## config.mk

```make
export PLATFORM = sky130hd
export DESIGN_NAME = bpsk_modulator
export DESIGN_NICKNAME = d
export VERILOG_FILES = /design/src/rtl/psk_pkg.sv /design/src/rtl/psk_nco_lut.sv /design/src/rtl/bpsk_modulator.sv
export SDC_FILE = /design/constraint.sdc
export NUM_CORES = 1
export LEC_CHECK = 0
export ABC_AREA = 1
export CAP_MARGIN = 20
export CORE_MARGIN = 1.5
export CORE_UTILIZATION = 60
export CTS_CLUSTER_SIZE = 24
export DETAILED_ROUTE_END_ITERATION = 10
export PLACE_DENSITY = 0.81
export SLEW_MARGIN = 20
export SYNTH_ARGS = -nofsm -noshare
export SYNTH_HDL_FRONTEND = slang
export SYNTH_HIERARCHICAL = 1
export SYNTH_SLANG_ARGS = --single-unit
export TNS_END_PERCENT = 10
```

## constraint.sdc

```tcl
create_clock -name clk -period 3.94 [get_ports clk]
set_input_delay 1.182 -clock clk [delete_from_list [all_inputs] [get_ports clk]]
set_output_delay 1.182 -clock clk [all_outputs]
set_load 0.1 [all_outputs]
```

## src/rtl/psk_pkg.sv

```systemverilog
// Shared PSK definitions: NCO/LUT/sample widths, transmitter FSM states and the sine table.
// The Costas-loop receiver imports the same package so both ends agree on the waveform.
package psk_pkg;

    localparam int unsigned NcoWidth     = 32;
    localparam int unsigned LutAddrWidth = 8;
    localparam int unsigned SampleWidth  = 8;
    localparam int unsigned SymCntWidth  = 16;

    typedef enum logic [1:0] {
        StIdle,
        StPreamble,
        StData
    } psk_state_e;

    // round-half-away(127 * sin(2*pi*k/256)) for k = 0..64 (first quarter wave)
    function automatic logic [6:0] quarter_sine(input logic [6:0] k);
        logic [6:0] q;
        case (k)
            7'd0:  q = 7'd0;
            7'd1:  q = 7'd3;
            7'd2:  q = 7'd6;
            7'd3:  q = 7'd9;
            7'd4:  q = 7'd12;
            7'd5:  q = 7'd16;
            7'd6:  q = 7'd19;
            7'd7:  q = 7'd22;
            7'd8:  q = 7'd25;
            7'd9:  q = 7'd28;
            7'd10: q = 7'd31;
            7'd11: q = 7'd34;
            7'd12: q = 7'd37;
            7'd13: q = 7'd40;
            7'd14: q = 7'd43;
            7'd15: q = 7'd46;
            7'd16: q = 7'd49;
            7'd17: q = 7'd51;
            7'd18: q = 7'd54;
            7'd19: q = 7'd57;
            7'd20: q = 7'd60;
            7'd21: q = 7'd63;
            7'd22: q = 7'd65;
            7'd23: q = 7'd68;
            7'd24: q = 7'd71;
            7'd25: q = 7'd73;
            7'd26: q = 7'd76;
            7'd27: q = 7'd78;
            7'd28: q = 7'd81;
            7'd29: q = 7'd83;
            7'd30: q = 7'd85;
            7'd31: q = 7'd88;
            7'd32: q = 7'd90;
            7'd33: q = 7'd92;
            7'd34: q = 7'd94;
            7'd35: q = 7'd96;
            7'd36: q = 7'd98;
            7'd37: q = 7'd100;
            7'd38: q = 7'd102;
            7'd39: q = 7'd104;
            7'd40: q = 7'd106;
            7'd41: q = 7'd107;
            7'd42: q = 7'd109;
            7'd43: q = 7'd111;
            7'd44: q = 7'd112;
            7'd45: q = 7'd113;
            7'd46: q = 7'd115;
            7'd47: q = 7'd116;
            7'd48: q = 7'd117;
            7'd49: q = 7'd118;
            7'd50: q = 7'd120;
            7'd51: q = 7'd121;
            7'd52: q = 7'd122;
            7'd53: q = 7'd122;
            7'd54: q = 7'd123;
            7'd55: q = 7'd124;
            7'd56: q = 7'd125;
            7'd57: q = 7'd125;
            7'd58: q = 7'd126;
            7'd59: q = 7'd126;
            7'd60: q = 7'd126;
            7'd61: q = 7'd127;
            7'd62: q = 7'd127;
            7'd63: q = 7'd127;
            7'd64: q = 7'd127;
            default: q = 7'd0;
        endcase
        return q;
    endfunction

    // Full 256-entry sine built from quarter-wave symmetry, so LUT[k+128] == -LUT[k] exactly.
    function automatic logic signed [SampleWidth-1:0] sine_lut(input logic [LutAddrWidth-1:0] idx);
        logic [6:0]                    off;
        logic signed [SampleWidth-1:0] mag;
        off = idx[6] ? 7'(7'd64 - {1'b0, idx[5:0]}) : {1'b0, idx[5:0]};
        mag = $signed({1'b0, quarter_sine(off)});
        return idx[7] ? -mag : mag;
    endfunction

endpackage

```

## src/rtl/psk_nco_lut.sv

```systemverilog
// Free-running phase accumulator feeding a registered sine lookup with a pi phase-flip input.
// blank_i forces the registered sample to zero without disturbing carrier phase continuity.
module psk_nco_lut
    import psk_pkg::*;
#(
    parameter logic [NcoWidth-1:0] PHASE_INC = 32'd171_798_692
) (
    input  logic                          clk,
    input  logic                          rst,
    input  logic                          phase_flip_i,
    input  logic                          blank_i,
    output logic signed [SampleWidth-1:0] sample_o
);

    logic [NcoWidth-1:0]           phase_q, phase_d;
    logic signed [SampleWidth-1:0] sample_q, sample_d;
    logic [LutAddrWidth-1:0]       lut_idx;

    always_comb begin
        phase_d  = phase_q + PHASE_INC;
        lut_idx  = phase_q[NcoWidth-1 -: LutAddrWidth]
                 ^ {phase_flip_i, {(LutAddrWidth-1){1'b0}}};
        sample_d = blank_i ? '0 : sine_lut(lut_idx);
    end

    always_ff @(posedge clk) begin
        if (rst) begin
            phase_q  <= '0;
            sample_q <= '0;
        end else begin
            phase_q  <= phase_d;
            sample_q <= sample_d;
        end
    end

    assign sample_o = sample_q;

endmodule

```

## src/rtl/bpsk_modulator.sv

```systemverilog
// BPSK burst transmitter: unmodulated preamble, then one buffered data bit per symbol
// selecting carrier phase 0 or pi (optionally differentially encoded).
module bpsk_modulator
    import psk_pkg::*;
#(
    parameter logic [NcoWidth-1:0] PHASE_INC    = 32'd171_798_692,
    parameter int unsigned         SYMBOL_LEN   = 64,
    parameter int unsigned         PREAMBLE_LEN = 8,
    parameter bit                  DIFF_EN      = 1'b0
) (
    input  logic                          clk,
    input  logic                          rst,
    input  logic                          tx_en,
    input  logic                          bit_in,
    input  logic                          bit_valid,
    output logic                          bit_ready,
    output logic signed [SampleWidth-1:0] psk_out,
    output logic                          sym_strobe,
    output logic                          busy,
    output logic                          underrun
);

    localparam logic [SymCntWidth-1:0] SymLast = SymCntWidth'(SYMBOL_LEN - 1);
    localparam logic [SymCntWidth-1:0] PreLast =
        (PREAMBLE_LEN == 0) ? '0 : SymCntWidth'(PREAMBLE_LEN - 1);
    localparam psk_state_e StFirst = (PREAMBLE_LEN == 0) ? StData : StPreamble;

    psk_state_e             state_q, state_d;
    logic [SymCntWidth-1:0] cnt_q, cnt_d;
    logic [SymCntWidth-1:0] pre_cnt_q, pre_cnt_d;
    logic                   sym_phase_q, sym_phase_d;
    logic                   buf_full_q, buf_full_d;
    logic                   buf_bit_q, buf_bit_d;
    logic                   strobe;
    logic                   data_edge;
    logic                   underrun_int;

    always_comb begin
        state_d      = state_q;
        pre_cnt_d    = pre_cnt_q;
        sym_phase_d  = sym_phase_q;
        buf_full_d   = buf_full_q;
        buf_bit_d    = buf_bit_q;
        underrun_int = 1'b0;

        strobe    = (state_q != StIdle) && (cnt_q == SymLast);
        // The last preamble boundary follows the same rule as a data boundary.
        data_edge = strobe && ((state_q == StData) ||
                               ((state_q == StPreamble) && (pre_cnt_q == PreLast)));

        cnt_d = ((state_q == StIdle) || strobe) ? '0 : cnt_q + 1'b1;

        if (bit_valid && !buf_full_q) begin
            buf_full_d = 1'b1;
            buf_bit_d  = bit_in;
        end

        unique case (state_q)
            StIdle: begin
                sym_phase_d = 1'b0;
                pre_cnt_d   = '0;
                if (tx_en) begin
                    state_d = StFirst;
                end
            end
            StPreamble: begin
                if (strobe && !data_edge) begin
                    pre_cnt_d = pre_cnt_q + 1'b1;
                end
            end
            default: begin
            end
        endcase

        if (data_edge) begin
            if (buf_full_q) begin
                buf_full_d  = 1'b0;
                sym_phase_d = DIFF_EN ? (sym_phase_q ^ buf_bit_q) : buf_bit_q;
                state_d     = StData;
            end else if (!tx_en) begin
                sym_phase_d = 1'b0;
                state_d     = StIdle;
            end else begin
                // Filler symbol carries bit 0.
                underrun_int = 1'b1;
                sym_phase_d  = DIFF_EN ? sym_phase_q : 1'b0;
                state_d      = StData;
            end
        end
    end

    always_ff @(posedge clk) begin
        if (rst) begin
            state_q     <= StIdle;
            cnt_q       <= '0;
            pre_cnt_q   <= '0;
            sym_phase_q <= 1'b0;
            buf_full_q  <= 1'b0;
            buf_bit_q   <= 1'b0;
        end else begin
            state_q     <= state_d;
            cnt_q       <= cnt_d;
            pre_cnt_q   <= pre_cnt_d;
            sym_phase_q <= sym_phase_d;
            buf_full_q  <= buf_full_d;
            buf_bit_q   <= buf_bit_d;
        end
    end

    psk_nco_lut #(
        .PHASE_INC (PHASE_INC)
    ) u_nco_lut (
        .clk          (clk),
        .rst          (rst),
        .phase_flip_i (sym_phase_q),
        .blank_i      (state_q == StIdle),
        .sample_o     (psk_out)
    );

    assign bit_ready  = !buf_full_q;
    assign sym_strobe = strobe;
    assign busy       = (state_q != StIdle);
    assign underrun   = underrun_int;

endmodule

```

==> After elaboration in Yosys (flattened, before gate mapping) <==
Memories as Yosys holds them, arrays and structs flattened.
Index checks and enable logic that the tools add are counted.
{ "totals": {"inputBits": 5, "romBits": 896, "elab_cells": 59, "output_inout_bits": 12, "ff_bits": 77, "memories": 1} }
{ "memory_table": {"columns": ["name", "words", "width", "rd", "rd_ports_with_merged_regs", "write_ports", "line", "source"], "rows": [
  ["(no name shown)", 128, 7, 1, 0, 0, "psk_pkg.sv:19", "case (k)"]
]} }
{ "op_classes": {"mux": 18, "reduce_logical": 19, "bitwise_logic": 2, "addsub": 5, "eq_ne": 5} }
{ "op_table": {"columns": ["op", "count"], "rows": [
  ["adder 16 x 1 -> 16 bit, second input constant", 2],
  ["adder 32 x 28 -> 32 bit, second input constant", 1],
  ["case mux 16 bit (2 select lines)", 1],
  ["equality test 16 x 3 -> 1 bit, second input constant", 1],
  ["equality test 16 x 6 -> 1 bit, second input constant", 1],
  ["two-way mux 16 bit", 1],
  ["two-way mux 7 bit", 2],
  ["two-way mux 2 bit", 5],
  ["two-way mux 1 bit", 9],
  ["negator 7 -> 8 bit", 1],
  ["nonzero test 2 bit", 4],
  ["bitwise XOR 8 bit", 1],
  ["subtractor 7 x 6 -> 7 bit, first input constant", 1],
  ["logical AND 1 bit", 5],
  ["AND reduction 2 bit", 2],
  ["OR reduction 2 bit", 2],
  ["OR reduction 3 bit", 1],
  ["equality test 2 x 1 -> 1 bit, second input constant", 1],
  ["equality test 2 bit, second input constant", 1],
  ["zero test 1 bit", 2],
  ["zero test 2 bit", 1],
  ["logical OR 1 bit", 2],
  ["!= test 2 x 1 -> 1 bit, second input constant", 1],
  ["inverter 1 bit", 1]
]} }

==> Logic depth before layout (Yosys ltp) <==
Gate-level depths: netlist (run 1).
{ "depth": {"ltp_word": 8, "mapped_depth": 23, "mapped_depth_nobuf": 22} }

==> Modules after synthesis <==
Netlist (run 1), hierarchy kept.
{ "by_module_without_submodules": {"columns": ["module", "area_per_inst_um2", "cells_each", "seq_area_each_um2", "n_inst"], "rows": [
  ["psk_nco_lut", 2611.3, 424, 760.7, 1],
  ["bpsk_modulator", 2158.3, 323, 740.7, 1]
]} }

==> Least setup slack after synthesis (run 1) <==
Ideal clock, no wire load.
{ "synth_timing": {"kind": "reg-to-output", "startpoint": "register cnt_q[0]", "endpoint": "output port underrun", "path_slack_ns": -1.296, "path_buffers": 0, "arrival_ns": 4.054, "stages_incl_launch_ff": 8, "t_required_ns": 2.758, "cell_sequence": "dfxtp_1 -> ha_1 -> nand3_2 -> nor3_4 -> nand2_4 -> nor2_2 -> nand3_1 -> nor3_1"} }
{ "synth_between": {"elab_chain_cells": 4} }
{ "synth_rtl": {"columns": ["element", "line", "source"], "rows": [
  ["start, declared", "bpsk_modulator.sv:29", "logic [SymCntWidth-1:0] cnt_q, cnt_d;"],
  ["start signal, assigned", "bpsk_modulator.sv:102", "cnt_q <= cnt_d;"],
  ["equality test 16 x 6 -> 1 bit", "bpsk_modulator.sv:46", "strobe = (state_q != StIdle) && (cnt_q == SymLast);"],
  ["logical AND 1 bit", "bpsk_modulator.sv:46", null],
  ["named net sym_strobe", "bpsk_modulator.sv:18", "output logic sym_strobe,"],
  ["logical AND 1 bit", "bpsk_modulator.sv:48", "data_edge = strobe && ((state_q == StData) ||"],
  ["two-way mux 1 bit", "bpsk_modulator.sv:75", "if (data_edge) begin"],
  ["end, declared", "bpsk_modulator.sv:20", "output logic underrun"]
]} }
The timed path passes the listed nets, and every way through them passes these cells.

==> Worst setup path in the final report (run 1) <==
{ "layout_timing": {"startpoint": "register pre_cnt_q[0]", "endpoint": "output port underrun"} }
{ "layout_between": {"elab_chain_cells": 5} }
{ "layout_rtl": {"columns": ["element", "line", "source"], "rows": [
  ["start, declared", "bpsk_modulator.sv:30", "logic [SymCntWidth-1:0] pre_cnt_q, pre_cnt_d;"],
  ["start signal, assigned", "bpsk_modulator.sv:103", "pre_cnt_q <= pre_cnt_d;"],
  ["equality test 16 x 3 -> 1 bit", "bpsk_modulator.sv:49", "((state_q == StPreamble) && (pre_cnt_q == PreLast)));"],
  ["logical AND 1 bit", "bpsk_modulator.sv:49", null],
  ["logical OR 1 bit", "bpsk_modulator.sv:48", null],
  ["logical AND 1 bit", "bpsk_modulator.sv:48", null],
  ["two-way mux 1 bit", "bpsk_modulator.sv:75", null]
]} }
Every way passes these cells.

==> results of run 1 <==
per-layer routing:
metal	global-route usage [%]	up-vias	routed length, um
li1	-	2433	-
met1	34.1	2142	4870
met2	42.7	91	4820
met3	4.73	9	421
met4	7.31	0	112
met5	0	-	0
cells in the mapped netlist (all sizes together):
master / instances
or3: 1
xnor2: 5
nor3b: 1
xor2: 6
a21boi: 1
o21a: 1
nor3: 16
or2: 5
nor4: 2
and3: 1
o21bai: 2
dfxtp: 75
o211ai: 1
ha: 11
a21oi: 65
inv: 83
a22oi: 1
nand3: 73
nor2: 105
o21ai: 42
nand3b: 1
nand2: 221
nand4: 12
buf: 10
clkbuf: 6
worst min path at each step:
stage,startpoint,slack (ns),end
floorplan,cnt_q[0]$_SDFF_PP0_,0.42,cnt_q[0]$_SDFF_PP0_
global placement,cnt_q[0]$_SDFF_PP0_,0.43,cnt_q[0]$_SDFF_PP0_
detailed placement,cnt_q[0]$_SDFF_PP0_,0.45,cnt_q[0]$_SDFF_PP0_
CTS,cnt_q[0]$_SDFF_PP0_,0.46,cnt_q[0]$_SDFF_PP0_
global route,cnt_q[0]$_SDFF_PP0_,0.49,cnt_q[0]$_SDFF_PP0_
finish,cnt_q[0]$_SDFF_PP0_,0.46,cnt_q[0]$_SDFF_PP0_
worst max-delay path, delay by kind of cell (launching register included):
family	cells	cell delay [ns]
and+or+nand+nor	7	0.87
DFF	1	0.39
adders and majority gates	1	0.23
buffers and inverters	2	0.31
layout make-up:
class | instances | area [um^2]
clock inverter | 5 | 38.8
multi-input combinational | 573 | 2830
clock buffer | 10 | 128
sequential | 75 | 1500
tap | 102 | 128
fill | 728 | 2600
inverter | 83 | 312
timing repair buffer | 19 | 185
cell families (layout without fill, tap and decap cells):
logic type	Yosys count	count (layout)	share of synthesized area (%)
buffers and inverters	99	117	9.44
and+or+nand+nor	438	438	40.9
adders and majority gates	11	11	2.89
DFF	75	75	31.5
xor gates and xnor gates	11	11	2.02
AOI/OAI and AO/OA	113	113	13.3
registers in the layout, summed over array words and instances, names as in the netlist:
register            flops
buf_full_q              1
buf_bit_q               1
u_nco_lut/sample_o      8
u_nco_lut/phase_q      30
cnt_q                  16
pre_cnt_q              16
sym_phase_q             1
state_q                 2
metrics by stage:
stage / area [um^2] / std cells / util [%] / setup slack [ns]
3_3_place_gp: 4960 / 852 / 64.2 / 0.647
2_1_floorplan: 4790 / 747 / - / 0.269
4_1_cts: 5130 / 867 / 66.3 / 0.600
3_5_place_dp: 4960 / 852 / 64.2 / 0.640
6_report: 5130 / 867 / 66.3 / 0.600
5_1_grt: 5130 / 867 / 66.3 / 0.437
cells in the final DEF (no fill, tap or decap), types with 2 or more instances in the layout:
cell / synthesis / layout
nand2_2: 14 / 14
nor3_1: 15 / 14
xor2_1: 6 / 6
a21oi_2: 9 / 9
o21ai_1: 6 / 6
clkdlybuf4s50_1: 0 / 12
nor4_1: 2 / 2
xnor2_1: 5 / 5
nand2_4: 4 / 4
or2_2: 3 / 3
nand3_2: 3 / 3
nor3_4: 1 / 2
inv_2: 4 / 4
ha_1: 11 / 11
nor2_4: 1 / 2
clkinv_4: 0 / 2
nand4_1: 12 / 12
o21ai_0: 34 / 34
a21oi_1: 56 / 56
nand3_1: 69 / 69
buf_4: 3 / 6
inv_1: 79 / 79
nor2_2: 3 / 2
nor2_1: 101 / 101
clkbuf_8: 3 / 9
nand2_1: 202 / 202
dfxtp_1: 75 / 75
power groups by stage:
stage	logic [W]	registers (W)	clock network, W
2_1_floorplan	0.000332	0.000883	0
3_3_place_gp	0.000428	0.000854	0
3_5_place_dp	0.000440	0.000857	0
4_1_cts	0.000442	0.000839	0.000525
5_1_grt	0.000505	0.000847	0.000559
6_report	0.000446	0.000839	0.000513
==> impl_summary.md, run 1 <==
Floorplanning
The die covers 8490 um^2. The core area is 7730 um^2. The width of the die is 92.2 um. Pin placement for this block handled 17 I/O pins. The row count is 32. From bottom edge to top edge, the die measures between 90 and 100 um.

The starting utilization of the core area is 61.7%.

GRT
The pin count of the biggest net entering global routing is 29. The number of global-route vias before repair was ~4200. The number of antenna violations at the first check in global routing came to 0. The first global-routing pass estimated 18100 um of wire. The aggregate global routing overflow is 0. The global routing usage summed across all routing layers is about a quarter.

Power and ir drop
The logic gate share of total power is between 20% and 30%. The total design power is 0.00180 W. Summed over all cells, the static leakage comes to 2.17 nW. The switching portion of total power is 35.2%.

The internal power of the cells totals 0.00116 W. The largest vdd supply drop is 0.249 mV. The total net switching power is around 0.00063 W. Registers are responsible for 46.7% of the overall power. The clock network accounts for between 20% and 30% of the total power. Dividing total power by cell area gives a power density of 351 nW/um^2.

Worst setup path
The largest stage delay on the critical path is 0.39 ns. The startpoint class of the critical path is a register. The critical path ends at underrun. The worst register-to-register path ends at u_nco_lut/sample_o[4]$_SDFF_PP0_. STA puts the critical path data required time at ~2.8 ns. STA puts the critical path data arrival time at 2.16 ns. The cell with the largest stage delay on the worst path is dfxtp_1.

In this design, the critical path's most frequently occurring cell is nand2_1. The nature of the critical path endpoint is an output pin. In this run the worst setup path begins at pre_cnt_q[0]$_SDFFE_PP0P_. The category of the most critical setup path is reg2out. Setup slack on the worst reg-to-reg path comes out at 0.94 ns.

The source of the worst register-to-register timing path is u_nco_lut/phase_q[25]$_SDFF_PP0_. Of all nets on the critical path, the largest fanout is 4. Traced cell by cell, the critical path runs through ha_1 > nand2_1 > inv_1 > nand2_1 > nor2_1 > nand2_1 > nand2_1 > nand3_1 > nor3_4 > buf_12. The number of cells on the worst reg-to-reg path is 16.

Clock tree
The number of buffers created by CTS is 9. TritonCTS built the clock tree. The CTS root buffer is clkbuf_8. The clock transition at the registers of the reported paths is 0.08 ns.

The number of clock sinks is between 70 and 80. The buffer depth of the longest clock path is 2. The clock tree synthesis step divided the H-tree into 3 levels. The post-CTS repair timing setup buffer count is 0. The count of hold-fix buffers inserted at cts is 0. Clock latency on the worst-skew pair, taken at its later pin, is between 0.3 and 0.4 ns. Post-CTS repair changed the size of 0 cells.

STA
The headroom to the max-slew limit is 35.2%. In the finished design, the share of the clock period the worst path needs comes to 84.8%. The total setup violations reported at the end of the flow is 0. Hold is met by around 0.46 ns. After routing, the total negative slack on setup checks comes to 0 ns. The maximum operating frequency is 0.299 GHz. The actual transition at the worst max-transition pin is roughly 0.97 ns. The final hold violation count is 0.

The max-slew violation total from the final report was 0. Setup repair after global routing left no endpoint under its margin. On the final layout, the worst clock skew is 0.0111 ns. The time the worst path needs with I/O delays and setup is approximately 3.3 ns.

Finish
Relative to the synthesized area, the layout overhead comes to 7.48%. The layout cell share with drive strength beyond 1 is 9.02%. The number of diodes added for antenna fixing is 0. The net count of the finished layout is 777.

Yosys
The flop and latch count out of synthesis is 75. The synthesized net count is roughly 760. By area the synthesized netlist is led by dfxtp_1, nand2_1, nor2_1. Synthesis produced 747 cells. The cell taking the most area after synthesis is dfxtp_1. The count of synthesis-stage warnings from yosys is 6. The total standard cell area after synthesis is 4770 um^2. The top cell type by area accounts for 31.5% of the synthesized area. The sequential fraction of the synthesis area is 31.5%. The synthesized area divided by synthesized cell count is 6.38 um^2.

Counting distinct cell types in the post-synthesis netlist gives 45.

Detailed routing
The average vias per placed instance is 5.39. The number of routed nets with antenna violations is 0. The DRC marker count from the first detailed-route iteration is 284.

The total number of vias is 4675. The pre-antenna-repair detailed-routing pass consisted of 5 iterations. The wire length after detailed routing is 10200 um. The routed length per placed instance is 11.8 um. The residual DRC count is 0.

Run
The max-cap check violation count is 0.

Min path
The hold path depth is 1. The min-delay analysis places its worst path in the category reg2reg.

Place
After legalization and detailed placement, the total HPWL measured 7630 um. The routability-driven placement congestion ratio is 0.954. The number of buffers inserted by port buffering is 16.

Outcome
The flow ran to the end, and the final reports show no timing, DRC or antenna violations.
No activity file was read; power rests on OpenSTA's default activity.
==> inputs of run 2 (changes only) <==
CORE_UTILIZATION = 56   (was 60)
PLACE_DENSITY = 0.8   (was 0.81)
clock period = 2.81 ns   (was 3.94 ns; I/O delays follow)
==> run 2 against run 1 <==
Against the previous run: flip-flop and latch count is the same; via count grew 2.4%; routed wire length grew 2.1%; utilization shrank 1.1 points; worst hold slack lost 0.017 ns; first-iteration DRC count shrank 25%; sequential share of layout area shrank 0.94 points; non-clock buffer count grew 15; combinational power grew 47%; sequential power grew 41%; critical path depth is the same.
==> impl_summary.md, run 2 (synthesized netlist as in run 1, its figures left out) <==
Finish
The layout cell share with drive strength beyond 1 came to 13.9% (was 9.02%). Registers with the most flip-flops: u_nco_lut/phase_q: 30 flops, cnt_q: 16 flops, pre_cnt_q: 16 flops (unchanged). Commonest cells after routing, fill and taps aside: nand2_1, nor2_1, inv_1 (unchanged). The flip-flop count of the largest register after layout is 30 (unchanged). The most common cell after layout, fill and taps aside is nand2_1 (unchanged).

The number of fillers in the final layout was 738 (was 728). The number of diodes added for antenna fixing was 0 (unchanged). The area of all placed cells without fillers is 5360 um^2 (was 5130 um^2).

The net count of the finished layout came to 792 (was 777). The area growth from synthesis to layout is 12.3% (was 7.48%). The non-filler instance count after layout was 884 (was 867).

The register with the highest flop count is u_nco_lut/phase_q (unchanged).

Worst setup path
The largest stage delay on the critical path was 0.37 ns (was 0.39 ns). The data required time at the worst endpoint came to 1.97 ns (was 2.76 ns). The peak fanout along the critical path is 4 (unchanged). The critical path arrival came to 1.92 ns (was 2.16 ns). Worst path cell trace: ha_4 > nand2_2 > inv_2 > nand2_1 > nor2_1 > nand2_1 > nand2_2 > nand3_4 > nor3_4 > buf_12 (was ha_1 > nand2_1 > inv_1 > nand2_1 > nor2_1 > nand2_1 > nand2_1 > nand3_1 > nor3_4 > buf_12).

The cell with the largest stage delay on the worst path is dfxtp_4 (was dfxtp_1). The category of the most critical setup path is reg2out (unchanged). The startpoint class of the critical path is a register (unchanged). The nature of the critical path endpoint was an output pin (unchanged). The cell count of the worst reg-to-reg path was 19 (was 16).

Clock tree
The clock latency at the later pin of the worst-skew pair is 0.35 ns (was 0.34 ns). The TritonCTS clock tree is built (unchanged). The total number of H-tree levels is 3 (unchanged). The number of buffers created by CTS is 9 (unchanged). The count of hold-fix buffers inserted at cts is 0 (unchanged). The clock transition at the registers of the reported paths is 0.07 ns (was 0.08 ns).

The number of clock sinks is 75 (unchanged). The buffer depth of the longest clock path came to 2 (unchanged). The CTS root buffer is clkbuf_8 (unchanged).

STA
The maximum operating frequency is 0.362 GHz. The final hold violation count is 0 (unchanged). The total setup violations reported at the end of the flow is 0 (unchanged). The max-slew violation total from the final report was 0 (unchanged). For the finished layout, the period the worst path requires is 2.77 ns.

The headroom to the max-slew limit was 56.6% (was 35.2%). The summed negative setup slack over all endpoints is 0 ns (unchanged). Setup repair after global routing missed its margin: yes (was no). The actual transition at the worst max-transition pin is 0.649 ns (was 0.969 ns). The worst clock skew is 0.0133 ns (was 0.0111 ns).

The part of the cycle the worst path needs is a little under 100%.

Place
The routability-driven placement congestion ratio is 0.966 (was 0.954). The cell area after placement was 5050 um^2 (was 4960 um^2). The half-perimeter wire length after detailed placement is 7480 um (was 7630 um). The number of buffers inserted by port buffering was 16 (unchanged). The instance count after placement with tap cells included came to 862 (was 852).

Detailed routing
The number of routed nets with antenna violations came to 0 (unchanged). The DRC marker count from the first detailed-route iteration is 212 (was 284). The first-pass detailed-route iteration total is 5 (unchanged). The average vias per placed instance is 5.41 (was 5.39). The wire length after detailed routing is 10400 um (was 10200 um). The residual DRC count was 0 (unchanged). The total number of vias is 4786 (was 4675). The routed length per placed instance was 11.8 um (about the same).

GRT
The first-pass GRT wire length is 17900 um (was 18100 um). The aggregate global routing overflow came to 0 (unchanged). The number of global-route vias before repair is 4260 (was 4237). The number of antenna violations at the first check in global routing came to 0 (unchanged). The global routing usage summed across all routing layers was 24.3% (was 25.7%). The pin count of the biggest net entering global routing is 22 (was 29).

Floorplanning
The row count is 33 (was 32). The height of the die is 95.3 um (was 92.2 um). The width of the die came to 95.3 um (was 92.2 um). The top-level port count is 17 (unchanged).

The overall die area is 9080 um^2 (was 8490 um^2). The core area is 8220 um^2 (was 7730 um^2). The starting utilization of the core area is 58.0% (was 61.7%).

Power and ir drop
The largest vdd supply drop is 0.309 mV (was 0.249 mV). The power density over the cells is 479 nW/um^2 (was 351 nW/um^2). The standby leakage power is 2.26 nW (was 2.17 nW).

The total design power was 0.00257 W (was 0.00180 W).

Min path
The hold path depth is 1 (unchanged). The worst min-delay path class was reg2reg (unchanged).

Outcome
Status: finished clean (unchanged).

Run
The max-cap check violation count came to 0 (unchanged).
[run 2: layout make-up]
cell class | instances | area [um^2] | area share, %
Clock buffer | 12 | 155 | 2.90
Clock inverter | 2 | 12.5 | 0.234
Inverter | 83 | 312 | 5.82
Multi-Input combinational cell | 573 | 2930 | 54.6
Sequential cell | 75 | 1520 | 28.4
Tap cell | 105 | 131 | 2.45
Timing Repair Buffer | 34 | 303 | 5.65
[run 2: repair_timing]
action,CTS,global route
hold endpoints to repair,0,0
gates resized for setup,4,16
pin swaps,3,7
endpoints found under the setup margin,1,7
gates cloned,0,0
buffers inserted,1,7
[run 2: worst paths after layout]
| kind | from | to | slack, ns |
|---|---|---|---|
| setup reg to reg | u_nco_lut/phase_q[25]$_SDFF_PP0_ | u_nco_lut/sample_o[2]$_SDFF_PP0_ | 0.16 |
| setup / recovery | pre_cnt_q[0]$_SDFFE_PP0P_ | underrun | 0.04 |
| hold / removal | cnt_q[0]$_SDFF_PP0_ | cnt_q[0]$_SDFF_PP0_ | 0.44 |
| hold reg to reg | cnt_q[0]$_SDFF_PP0_ | cnt_q[0]$_SDFF_PP0_ | 0.44 |
[run 2: power breakdown]
part	switching [W]	leakage (nW)	total, W	internal, W
Clock	0.000375	0.0843	0.000734	0.000358
Sequential	0.0000560	0.616	0.00118	0.00112
Combinational	0.000447	1.56	0.000657	0.000211
Total	0.000878	2.26	0.00257	0.00169
[run 2: critical path: cells and delay by family (launching register included)]
family                   cells  cell delay (ns)
AND/OR/NAND/NOR              7             0.79
buffers and inverters        2             0.28
flip-flops                   1             0.37
adder cells (fa/ha/maj)      1             0.16
[run 2: stage by stage]
stage	hold WS, ns	utilization (%)	setup slack (ns)
2_1_floorplan	0.420	-	-0.474
3_3_place_gp	0.427	61.4	0.166
3_5_place_dp	0.439	61.4	0.0619
4_1_cts	0.451	63.7	0.0216
5_1_grt	0.466	65.2	-0.0415
6_report	0.441	65.2	0.0449
[run 2: layer usage]
layer,track usage (%),routed length [um],vias to the layer above
li1,-,-,2481
met1,30.9,4840,2175
met2,42.1,5050,115
met3,3.59,424,15
met4,7.34,129,0
met5,0,0,-
==> inputs of run 3 (changes only) <==
ABC_AREA = not set   (was 1)
==> run 3 against run 2 <==
Against the previous run: clock skew about the same; routed wire length up 18%; power up 41%; utilization up 5.2 points; flip-flop and latch count unchanged; largest cell class unchanged; global-route usage up 3.7 points; cell area up 7.4%; worst hold slack better by 0.023 ns; clock power up 15%.
==> impl_summary.md, run 3 <==
Min path
The hold path depth is 2 (was 1). The worst min-delay path class is reg2reg (unchanged). The start point of the worst hold path was u_nco_lut/phase_q[21]$_SDFF_PP0_ (was cnt_q[0]$_SDFF_PP0_).

Yosys
The cell taking the most area after synthesis is dfxtp_1 (unchanged). The sequential fraction of the synthesis area is 31.9% (was 31.5%). The xor/xnor share of the synthesized area is 8.12% (was 2.02%).

The cell count after synthesis is 587 (was 747). The proportion of synthesized area in mux cells is 1.91% (was 0%). Dominant cells by area after synthesis: dfxtp_1, nor2_1, xnor2_1 (was dfxtp_1, nand2_1, nor2_1). The total standard cell area after synthesis is 4710 um^2 (was 4770 um^2). The simple-gate portion of the synthesized area came to 28.2% (was 40.9%). Most numerous cell types in the synthesized netlist: dfxtp_1, nor2_1, nand2_1, a21oi_1 (was nand2_1, nor2_1, inv_1, dfxtp_1, nand3_1). The post-synthesis share of cell area spent on full adders, half adders and majority gates is 2.92% (was 2.89%).

The synthesized area divided by synthesized cell count is 8.03 um^2 (was 6.38 um^2). The flop and latch count out of synthesis is 75 (unchanged). The dominant register cell in the synthesized netlist is dfxtp_1 (unchanged).

The fraction of post-synthesis cell area in the top cell type by area was 31.9% (was 31.5%). The async set-reset flop share out of synthesis was 0% (unchanged). The number of enable-type register cells in the synthesized netlist is 0 (unchanged). The complex-gate fraction of the synthesized area is 22.2% (was 13.3%). The post-synthesis cell type count came to 80 (was 45). The count of synthesis-stage warnings from yosys is 6 (unchanged). The most frequently used cell type in the post-synthesis netlist is dfxtp_1 (was nand2_1). The synthesized net count came to 603 (was 763). The combinational family with the most area after synthesis is simple AND/OR/NAND/NOR gates (unchanged).

Clock tree
The total number of H-tree levels came to 3 (unchanged). The number of clock sinks is 75 (unchanged). The clock transition at the registers of the reported paths is 0.09 ns (was 0.07 ns). The CTS root buffer is clkbuf_8 (unchanged). The clock latency at the later pin of the worst-skew pair came to 0.35 ns (about the same). The number of buffers created by CTS came to 9 (unchanged). The TritonCTS clock tree is built (unchanged). The buffer depth of the longest clock path was 2 (unchanged).

Worst setup path
The critical path arrival was 3.06 ns (was 1.92 ns). The source of the worst register-to-register timing path is u_nco_lut/phase_q[25]$_SDFF_PP0_ (unchanged). The data required time at the worst endpoint is 3.08 ns (was 1.97 ns).

The peak fanout along the critical path is 13 (was 4). The startpoint class of the critical path is a register (unchanged). The cell with the largest stage delay on the worst path is o31ai_4 (was dfxtp_4).

The category of the most critical setup path is reg2reg (was reg2out). The reg-to-reg endpoint is u_nco_lut/sample_o[6]$_SDFF_PP0_ (was u_nco_lut/sample_o[2]$_SDFF_PP0_). The worst setup path endpoint is u_nco_lut/sample_o[6]$_SDFF_PP0_ (was underrun). The largest stage delay on the critical path is 0.37 ns (about the same). The setup slack of the most critical reg-to-reg path came to 0.02 ns (was 0.16 ns). Worst path cell trace: buf_4 > o31ai_4 > xnor2_2 > buf_4 > o21a_1 > o32ai_2 > a211oi_4 > a21o_1 > nor2_4 > ha_4 > nor3b_2 > a21oi_2 > mux2i_1 (was ha_4 > nand2_2 > inv_2 > nand2_1 > nor2_1 > nand2_1 > nand2_2 > nand3_4 > nor3_4 > buf_12).

The nature of the critical path endpoint is a register (was output pin). The cell count of the worst reg-to-reg path is 13 (was 19). The launch point of the worst path is u_nco_lut/phase_q[25]$_SDFF_PP0_ (was pre_cnt_q[0]$_SDFFE_PP0P_).

The dominant cell type by count on the critical path is buf_4.

Floorplanning
The height of the die was 94.7 um (was 95.3 um). The overall die area is 8980 um^2 (was 9080 um^2). The starting utilization of the core area came to 57.7% (was 58.0%).

The core area came to 8180 um^2 (was 8220 um^2). The top-level port count is 17 (unchanged). The row count is 33 (unchanged). The width of the die came to 94.7 um (was 95.3 um).

Detailed routing
The average vias per placed instance is 6.29 (was 5.41). The total number of vias was 4696 (was 4786). The residual DRC count is 0 (unchanged). The number of routed nets with antenna violations is 0 (unchanged). The routed length per placed instance was 16.5 um (was 11.8 um). The wire length after detailed routing is 12300 um (was 10400 um). The first-pass detailed-route iteration total is 5 (unchanged).

The DRC marker count from the first detailed-route iteration is 406 (was 212).

STA
The total setup violations reported at the end of the flow was 0 (unchanged). The actual transition at the worst max-transition pin is 1.01 ns (was 0.649 ns). The max-slew violation total from the final report is 0 (unchanged). The worst clock skew came to 0.0128 ns (was 0.0133 ns).

The maximum operating frequency was 0.359 GHz (was 0.362 GHz). The final hold violation count came to 0 (unchanged). The time the worst path needs with I/O delays and setup came to 2.79 ns (was 2.77 ns). The part of the cycle the worst path needs is 99.3% (was 98.4%). The headroom to the max-slew limit is 32.0% (was 56.6%).

Setup repair after global routing missed its margin: yes (unchanged).

Power and ir drop
The standby leakage power is 2.11 nW (was 2.26 nW). The power density over the cells is 628 nW/um^2 (was 479 nW/um^2). The total design power was 0.00362 W (was 0.00257 W).

The largest vdd supply drop is 0.366 mV (was 0.309 mV).

Finish
The most common cell after layout, fill and taps aside is nor2_1 (was nand2_1). Registers with the most flip-flops: u_nco_lut/phase_q: 30 flops, cnt_q: 16 flops, pre_cnt_q: 16 flops (unchanged). The area of all placed cells without fillers was 5750 um^2 (was 5360 um^2).

The flip-flop count of the largest register after layout came to 30 (unchanged). The number of diodes added for antenna fixing is 0 (unchanged). Commonest cells after routing, fill and taps aside: nor2_1, dfxtp_1, buf_4 (was nand2_1, nor2_1, inv_1). The register with the highest flop count is u_nco_lut/phase_q (unchanged). The net count of the finished layout is 652 (was 792). The area growth from synthesis to layout was 22.1% (was 12.3%).

The layout cell share with drive strength beyond 1 is 22.6% (was 13.9%).

GRT
The first-pass GRT wire length is 20000 um (was 17900 um). The number of global-route vias before repair is 4337 (was 4260). The global routing usage summed across all routing layers came to 28.0% (was 24.3%). The aggregate global routing overflow came to 0 (unchanged).

The number of antenna violations at the first check in global routing is 0 (unchanged). The pin count of the biggest net entering global routing is 37 (was 22).

Outcome
Status: finished clean (unchanged).

Place
The number of buffers inserted by port buffering came to 16 (unchanged). The half-perimeter wire length after detailed placement is 8410 um (was 7480 um). The routability-driven placement congestion ratio was 0.926 (was 0.966). The cell area after placement is 5240 um^2 (was 5050 um^2).

Run
The max-cap check violation count is 0 (unchanged).
[run 3: changes by cell type in the layout (fill, tap and decap cells not counted), sizes merged, moves of 9 or more]
| cell | previous run | this run |
|---|---|---|
| o31ai | 0 | 9 |
| xor2 | 6 | 17 |
| xnor2 | 5 | 25 |
| nor2 | 105 | 72 |
| nand2 | 221 | 47 |
| a21oi | 65 | 38 |
| mux2i | 0 | 9 |
| or3 | 1 | 11 |
| o21ai | 42 | 26 |
| o211ai | 1 | 10 |
| nand2b | 0 | 12 |
| inv | 83 | 18 |
| nand3 | 73 | 23 |
| buf | 30 | 66 |
[run 3: power breakdown]
| group | total [W] | internal, W | switching, W | leakage [nW] |
|---|---|---|---|---|
| clock network | 0.000842 | 0.000420 | 0.000422 | 0.0975 |
| logic | 0.00152 | 0.000633 | 0.000886 | 1.40 |
| registers | 0.00126 | 0.00116 | 0.0000948 | 0.615 |
[run 3: cells by family (layout without fill, tap and decap cells)]
group                    count (synthesis)  count (layout)
AO/OA/AOI/OAI                          150             150
adder cells (fa/ha/maj)                 11              11
AND/OR/NAND/NOR                        251             251
XOR/XNOR                                42              42
flip-flops                              75              75
buffers and inverters                   49             103
multiplexers                             9               9
[run 3: metal layers]
layer	routed length (um)	up-vias	GRT usage [%]
li1	-	2256	-
met3	703	37	4.75
met2	5960	193	46.4
met1	5260	2210	35.4
met4	380	0	12.3
met5	0	-	0
[run 3: cell type report]
class / count / area (um^2)
fillers: 652 / 2420
well taps: 105 / 131
clock buffers: 10 / 128
flip-flops and latches: 75 / 1510
multi-input cells: 463 / 3220
inverters: 16 / 60.1
repair buffers: 71 / 634
clock inverters: 6 / 72.6
[run 3: timing repair]
item	in CTS	in global routing
gates resized for setup	15	37
buffers inserted	4	4
pin swaps	7	14
hold buffers	0	0
setup endpoints to repair	8	8
cloned	0	1
[run 3: worst min path at each step]
stage / to / slack (ns)
global placement: cnt_q[0]$_SDFF_PP0_ / 0.43
CTS: u_nco_lut/phase_q[21]$_SDFF_PP0_ / 0.47
detailed placement: u_nco_lut/phase_q[21]$_SDFF_PP0_ / 0.45
global route: u_nco_lut/phase_q[21]$_SDFF_PP0_ / 0.48
floorplan: cnt_q[0]$_SDFF_PP0_ / 0.42
finish: u_nco_lut/phase_q[21]$_SDFF_PP0_ / 0.46
[run 3: critical path: cells and delay by family, from the launching register on]
kind | cells | cell delay [ns]
AO/OA/AOI/OAI | 6 | 1.23
buffers and inverters | 2 | 0.38
flip-flops | 1 | 0.33
AND/OR/NAND/NOR | 2 | 0.22
XOR/XNOR | 1 | 0.19
multiplexers | 1 | 0.19
adder cells (fa/ha/maj) | 1 | 0.17
[run 3: per-stage QoR]
step	instances	worst slack (ns)	setup TNS [ns]	utilization [%]	hold WS, ns
6_report	746	0.0208	0	70.4	0.464
5_1_grt	746	-0.0798	-0.337	70.4	0.484
4_1_cts	741	-0.0150	-0.0260	67.8	0.467
3_5_place_dp	721	-0.234	-0.681	64.1	0.455
3_3_place_gp	721	-0.132	-0.258	64.1	0.432
2_1_floorplan	587	-0.214	-0.738	-	0.418
